===== src/rtl/mem_bus_pkg.sv =====
// rtl/mem_bus_pkg.sv - shared constants and state type for the line-to-beat memory bridge
package mem_bus_pkg;
  localparam int ADDR_W  = 28;
  localparam int LINE_W  = 256;
  localparam int BEAT_W  = 32;
  localparam int BEATS   = LINE_W / BEAT_W;
  localparam int OFF_W   = $clog2(BEATS);
  localparam int LADDR_W = ADDR_W - OFF_W;
  localparam int TIMEOUT = 255;
  localparam int TMR_W   = 8;

  typedef enum logic [1:0] {IDLE, BEAT, DONE} state_t;
endpackage


===== src/rtl/beat_timer.sv =====
// rtl/beat_timer.sv - per-beat wait counter with limit compare
module beat_timer #(
  parameter int W     = 8,
  parameter int LIMIT = 255
) (
  input  logic clk_i,
  input  logic rst_i,
  input  logic clr_i,
  input  logic inc_i,
  output logic expired_o
);
  logic [W-1:0] cnt_q;

  // Count consecutive no-ack cycles; clear wins over increment.
  always_ff @(posedge clk_i or posedge rst_i) begin
    if (rst_i) begin
      cnt_q <= '0;
    end else if (clr_i) begin
      cnt_q <= '0;
    end else if (inc_i) begin
      cnt_q <= cnt_q + 1'b1;
    end
  end

  // High when the current cycle would be the LIMIT-th miss of this beat.
  assign expired_o = (cnt_q == W'(LIMIT - 1));
endmodule


===== src/rtl/mem_line_bridge.sv =====
// rtl/mem_line_bridge.sv - serializes a cache line request into req/ack word beats
module mem_line_bridge
  import mem_bus_pkg::*;
#(
  parameter int ADDR_W  = mem_bus_pkg::ADDR_W,
  parameter int LINE_W  = mem_bus_pkg::LINE_W,
  parameter int BEAT_W  = mem_bus_pkg::BEAT_W,
  parameter int TIMEOUT = mem_bus_pkg::TIMEOUT
) (
  input  logic              clk,
  input  logic              rst,
  input  logic              mem_valid,
  input  logic              mem_rw,
  input  logic [ADDR_W-1:0] mem_addr,
  input  logic [LINE_W-1:0] mem_wr,
  output logic [LINE_W-1:0] mem_rd,
  output logic              mem_ready,
  output logic              mem_err,
  output logic              ext_req,
  output logic              ext_we,
  output logic [ADDR_W-1:0] ext_addr,
  output logic [BEAT_W-1:0] ext_wdata,
  input  logic              ext_ack,
  input  logic [BEAT_W-1:0] ext_rdata
);
  localparam int NBEATS = LINE_W / BEAT_W;
  localparam int K_W    = $clog2(NBEATS);
  localparam logic [K_W-1:0] K_LAST = K_W'(NBEATS - 1);

  state_t                state_q, state_d;
  logic [K_W-1:0]        k_q, k_d;
  logic                  rw_q, rw_d;
  logic                  err_q, err_d;
  logic [ADDR_W-K_W-1:0] laddr_q, laddr_d;
  logic [LINE_W-1:0]     wr_buf_q;
  logic [LINE_W-1:0]     rd_buf_q;
  logic                  cap_wr;
  logic                  rd_we;
  logic                  tmr_clr;
  logic                  tmr_inc;
  logic                  tmr_expired;
  logic                  addr_off_unused;

  // Word offset within the line is implied by the beat counter.
  assign addr_off_unused = ^mem_addr[K_W-1:0];

  beat_timer #(
    .W     (TMR_W),
    .LIMIT (TIMEOUT)
  ) u_beat_timer (
    .clk_i     (clk),
    .rst_i     (rst),
    .clr_i     (tmr_clr),
    .inc_i     (tmr_inc),
    .expired_o (tmr_expired)
  );

  // Control state: FSM, beat index, captured direction/address, abort flag.
  always_ff @(posedge clk or posedge rst) begin
    if (rst) begin
      state_q <= IDLE;
      k_q     <= '0;
      rw_q    <= 1'b0;
      err_q   <= 1'b0;
      laddr_q <= '0;
    end else begin
      state_q <= state_d;
      k_q     <= k_d;
      rw_q    <= rw_d;
      err_q   <= err_d;
      laddr_q <= laddr_d;
    end
  end

  // Next-state logic: capture in IDLE, step beats on ack, abort on timer expiry.
  always_comb begin
    state_d = state_q;
    k_d     = k_q;
    rw_d    = rw_q;
    err_d   = err_q;
    laddr_d = laddr_q;
    cap_wr  = 1'b0;
    rd_we   = 1'b0;
    tmr_clr = 1'b0;
    tmr_inc = 1'b0;
    case (state_q)
      IDLE: begin
        tmr_clr = 1'b1;
        if (mem_valid) begin
          state_d = BEAT;
          k_d     = '0;
          rw_d    = mem_rw;
          err_d   = 1'b0;
          laddr_d = mem_addr[ADDR_W-1:K_W];
          cap_wr  = mem_rw;
        end
      end
      BEAT: begin
        if (ext_ack) begin
          tmr_clr = 1'b1;
          rd_we   = ~rw_q;
          if (k_q == K_LAST) begin
            state_d = DONE;
          end else begin
            k_d = k_q + 1'b1;
          end
        end else if (tmr_expired) begin
          err_d   = 1'b1;
          state_d = DONE;
        end else begin
          tmr_inc = 1'b1;
        end
      end
      DONE:    state_d = IDLE;
      default: state_d = IDLE;
    endcase
  end

  // Line buffers: private write copy, and read line assembled beat by beat.
  always_ff @(posedge clk or posedge rst) begin
    if (rst) begin
      wr_buf_q <= '0;
      rd_buf_q <= '0;
    end else begin
      if (cap_wr) begin
        wr_buf_q <= mem_wr;
      end
      if (rd_we) begin
        rd_buf_q[k_q*BEAT_W +: BEAT_W] <= ext_rdata;
      end
    end
  end

  assign ext_req   = (state_q == BEAT);
  assign ext_we    = rw_q & (state_q == BEAT);
  assign ext_addr  = {laddr_q, k_q};
  assign ext_wdata = wr_buf_q[k_q*BEAT_W +: BEAT_W];
  assign mem_ready = (state_q == DONE);
  assign mem_err   = err_q & (state_q == DONE);
  assign mem_rd    = rd_buf_q;
endmodule


===== config.mk =====
export PLATFORM = sky130hd
export DESIGN_NAME = mem_line_bridge
export DESIGN_NICKNAME = d
export VERILOG_FILES = /design/src/rtl/mem_bus_pkg.sv /design/src/rtl/beat_timer.sv /design/src/rtl/mem_line_bridge.sv
export SDC_FILE = /design/constraint.sdc
export NUM_CORES = 1
export LEC_CHECK = 0
export BUFFER_PORTS_ARGS = -buffer_cell sky130_fd_sc_hd__buf_2
export CORE_MARGIN = 4
export CORE_UTILIZATION = 41
export DETAILED_ROUTE_END_ITERATION = 16
export HOLD_SLACK_MARGIN = 0.03
export SETUP_SLACK_MARGIN = 0.02
export SYNTH_ARGS = -nofsm -noshare
export SYNTH_HDL_FRONTEND = slang
export SYNTH_HIERARCHICAL = 1
export SYNTH_SLANG_ARGS = --single-unit

===== constraint.sdc =====
create_clock -name clk -period 25.8 [get_ports clk]
set_clock_uncertainty 0.05 [all_clocks]
set_input_delay 5.16 -clock clk [delete_from_list [all_inputs] [get_ports clk]]
set_output_delay 5.16 -clock clk [all_outputs]
set_load 0.01 [all_outputs]

==> flow_summary.json <==
{
  "status": "finished, final reports clean",
  "syn_avg_cell_area_um2": 14.5,
  "htree_levels": 2,
  "die_h_um": 249,
  "seq_area_um2": 13800,
  "clk_latency_ns": 0.60,
  "ys.flop_type": "dfrtp_1",
  "cts_buffer_depth": 3,
  "nFillCells": 5122,
  "finalSetupViolCount": 0,
  "grt_antenna_before_repair": 47,
  "clkSinkCount": 552,
  "wl_per_cell_um": 23.8,
  "routed_wl_um": 73800,
  "ys_ff_latch": 552,
  "grt_pass1_vias": 16800,
  "worst_pin_slew_ns": 1.30,
  "tns_ns": 0,
  "r2r_end": "mem_rd[152]",
  "rows": 88,
  "crit_arrival_ns": 3.76,
  "cts_root_buffer": "clkbuf_16",
  "io_buffer_count": 637,
  "crit_fanout": 38,
  "p_per_area_nw_per_um2": 126,
  "coreArea_um2": 57700,
  "hpwl_um": 53600,
  "drv_cap": 0,
  "first_pass_iters": 4,
  "report.final.slew_viol_count": 0,
  "die_area_um2": 62200,
  "reg2reg_depth": 6,
  "hold_buffers": 0,
  "crit_end": "ext_wdata[6]",
  "synth_cell_types": 48,
  "gr-usage-all-layers_pct": 23.1,
  "grt_pass1_wl_um": 110000,
  "cp-startpoint": "k_q[2]",
  "grt_overflow": 0,
  "maxSlewHeadroom_pct": 13.1,
  "final_nets": 2593,
  "fin_crit_ns": 8.97,
  "ys_seq_area_share_pct": 57.8,
  "yosys_warnings": 6,
  "drive_above_1_share_pct": 56.5,
  "async_flop_share_pct": 100,
  "io_pins": 641,
  "initial_core_util_pct": 41.4,
  "cts_made_buffers": 58,
  "syn-num-nets": 1976,
  "synth_top_area_share_pct": 57.8,
  "viasPerCell": 5.11,
  "end_kind": "primary output",
  "fp.dieW_um": 249,
  "synth_edf_count": 0,
  "drtIter0Drc": 823,
  "critical_path_class": "reg2out",
  "timing.final.crit_share_pct": 34.8,
  "rsz0062_at_grt": "no",
  "num_vias": 15800,
  "post_cts_buffers": 0,
  "start_kind": "flop",
  "synthCells": 1646,
  "synth_area_leader_cell": "dfrtp_1",
  "remaining_drc_errors": 0,
  "cts_tree": "yes",
  "cp.required_ns": 20.59,
  "place_congestion": 0.833,
  "peakVddDrop_uv": 78.5,
  "place_ws_ns": 17.34,
  "ant_nets": 0,
  "r2r_start": "k_q[2]",
  "synth.most_common_cell": "dfrtp_1",
  "synthToLayoutAreaGrowth_pct": 23.7,
  "path_clk_slew_ns": 0.06,
  "rrSetupSlack_ns": 20.70,
  "leakage_nw": 15.3,
  "synthTopCellsByCount": "552 x dfrtp_1, 442 x mux2_2, 208 x nand2_1, 65 x and2_1, 64 x mux4_2",
  "synthTopCellsByArea": "dfrtp_1 58%, mux2_2 21%, mux4_2 6.0%",
  "hold_path.class": "reg2reg",
  "grt_max_degree": 190,
  "cts_resized": 0,
  "setup_ws_ns": 16.83,
  "netlist_area_um2": 23900,
  "hold_viol": 0,
  "max_freq_mhz": 111,
  "multi_input_area_um2": 9290
}
final cells by class:
cell class	count	area share, %
multi-input cells	952	31.4
repair buffers	658	11.4
diodes	18	0.152
well taps	765	3.24
inverters	41	0.546
flip-flops and latches	552	46.8
clock buffers	88	5.67
clock inverters	21	0.758
where the power goes:
part           leakage [nW]  total (mW)  internal [mW]  switching [mW]
Sequential             7.04        1.46           1.24           0.218
Clock                 0.945       0.839          0.488           0.352
Combinational          7.27        1.43          0.707           0.727
Total                  15.3        3.73           2.44            1.30
metal layers:
| layer | wire length, um | global-route usage (%) | vias to the layer above |
|---|---|---|---|
| met4 | 2240 | 7.03 | 52 |
| met2 | 37800 | 40.7 | 493 |
| met1 | 27400 | 26.4 | 8082 |
| met3 | 6020 | 8.53 | 153 |
| met5 | 329 | 0 | - |
| li1 | - | - | 7024 |
cells by family after synthesis:
kind of cell	Yosys count	share of synthesized area [%]
AOI/OAI and AO/OA	14	0.393
muxes	578	30.6
xor gates and xnor gates	4	0.147
DFF	552	57.8
adders and majority gates	9	0.471
and+or+nand+nor	347	7.12
buffers and inverters	142	3.43
flip-flops by register name, summed over array words and instances, names as in the netlist:
| register | flops |
|---|---|
| mem_rd | 256 |
| laddr_q | 25 |
| u_beat_timer/cnt_q | 8 |
| err_q | 1 |
| k_q | 3 |
| state_q | 2 |
| rw_q | 1 |
| wr_buf_q | 256 |
worst max-delay path: stages (launching register included):
cell      delay [ns]
dfrtp_2         1.00
clkinv_1        1.22
nand2_1         0.61
nand2_1         0.11
buf_2           0.15
placed cells by master, fill, tap and decap left out, types with 19 or more instances in the layout:
cell type / Yosys / routed
clkbuf_1: 25 / 20
dfrtp_1: 552 / 549
mux2i_1: 34 / 34
clkbuf_16: 0 / 59
nand2_1: 208 / 208
mux2_4: 34 / 34
inv_1: 40 / 39
and3_1: 33 / 33
mux4_2: 64 / 64
and2_1: 65 / 64
buf_4: 34 / 19
mux2_2: 442 / 442
buf_2: 24 / 637
worst min path at each step:
stage	from	end	slack (ns)	depth (start not counted)
after floorplan	err_q	err_q	0.41	1
after global placement	laddr_q[16]	laddr_q[16]	0.41	2
after detailed placement	laddr_q[21]	laddr_q[21]	0.41	2
after CTS	laddr_q[21]	laddr_q[21]	0.43	2
after global routing	laddr_q[0]	laddr_q[0]	0.45	2
final	laddr_q[11]	laddr_q[11]	0.42	2
metrics by stage:
step	instances	hold slack, ns	total power, mW	util, %	instance area (um2)
4_1_cts	3077	0.428	3.79	51.1	29500
3_3_place_gp	2968	0.407	2.89	47.8	27600
2_1_floorplan	1646	0.408	2.34	-	23900
6_report	3095	0.424	3.73	51.2	29500
3_5_place_dp	2968	0.413	2.94	47.8	27600
5_1_grt	3087	0.448	3.95	51.2	29500
Note: power is estimated with default switching activity, not from simulation.
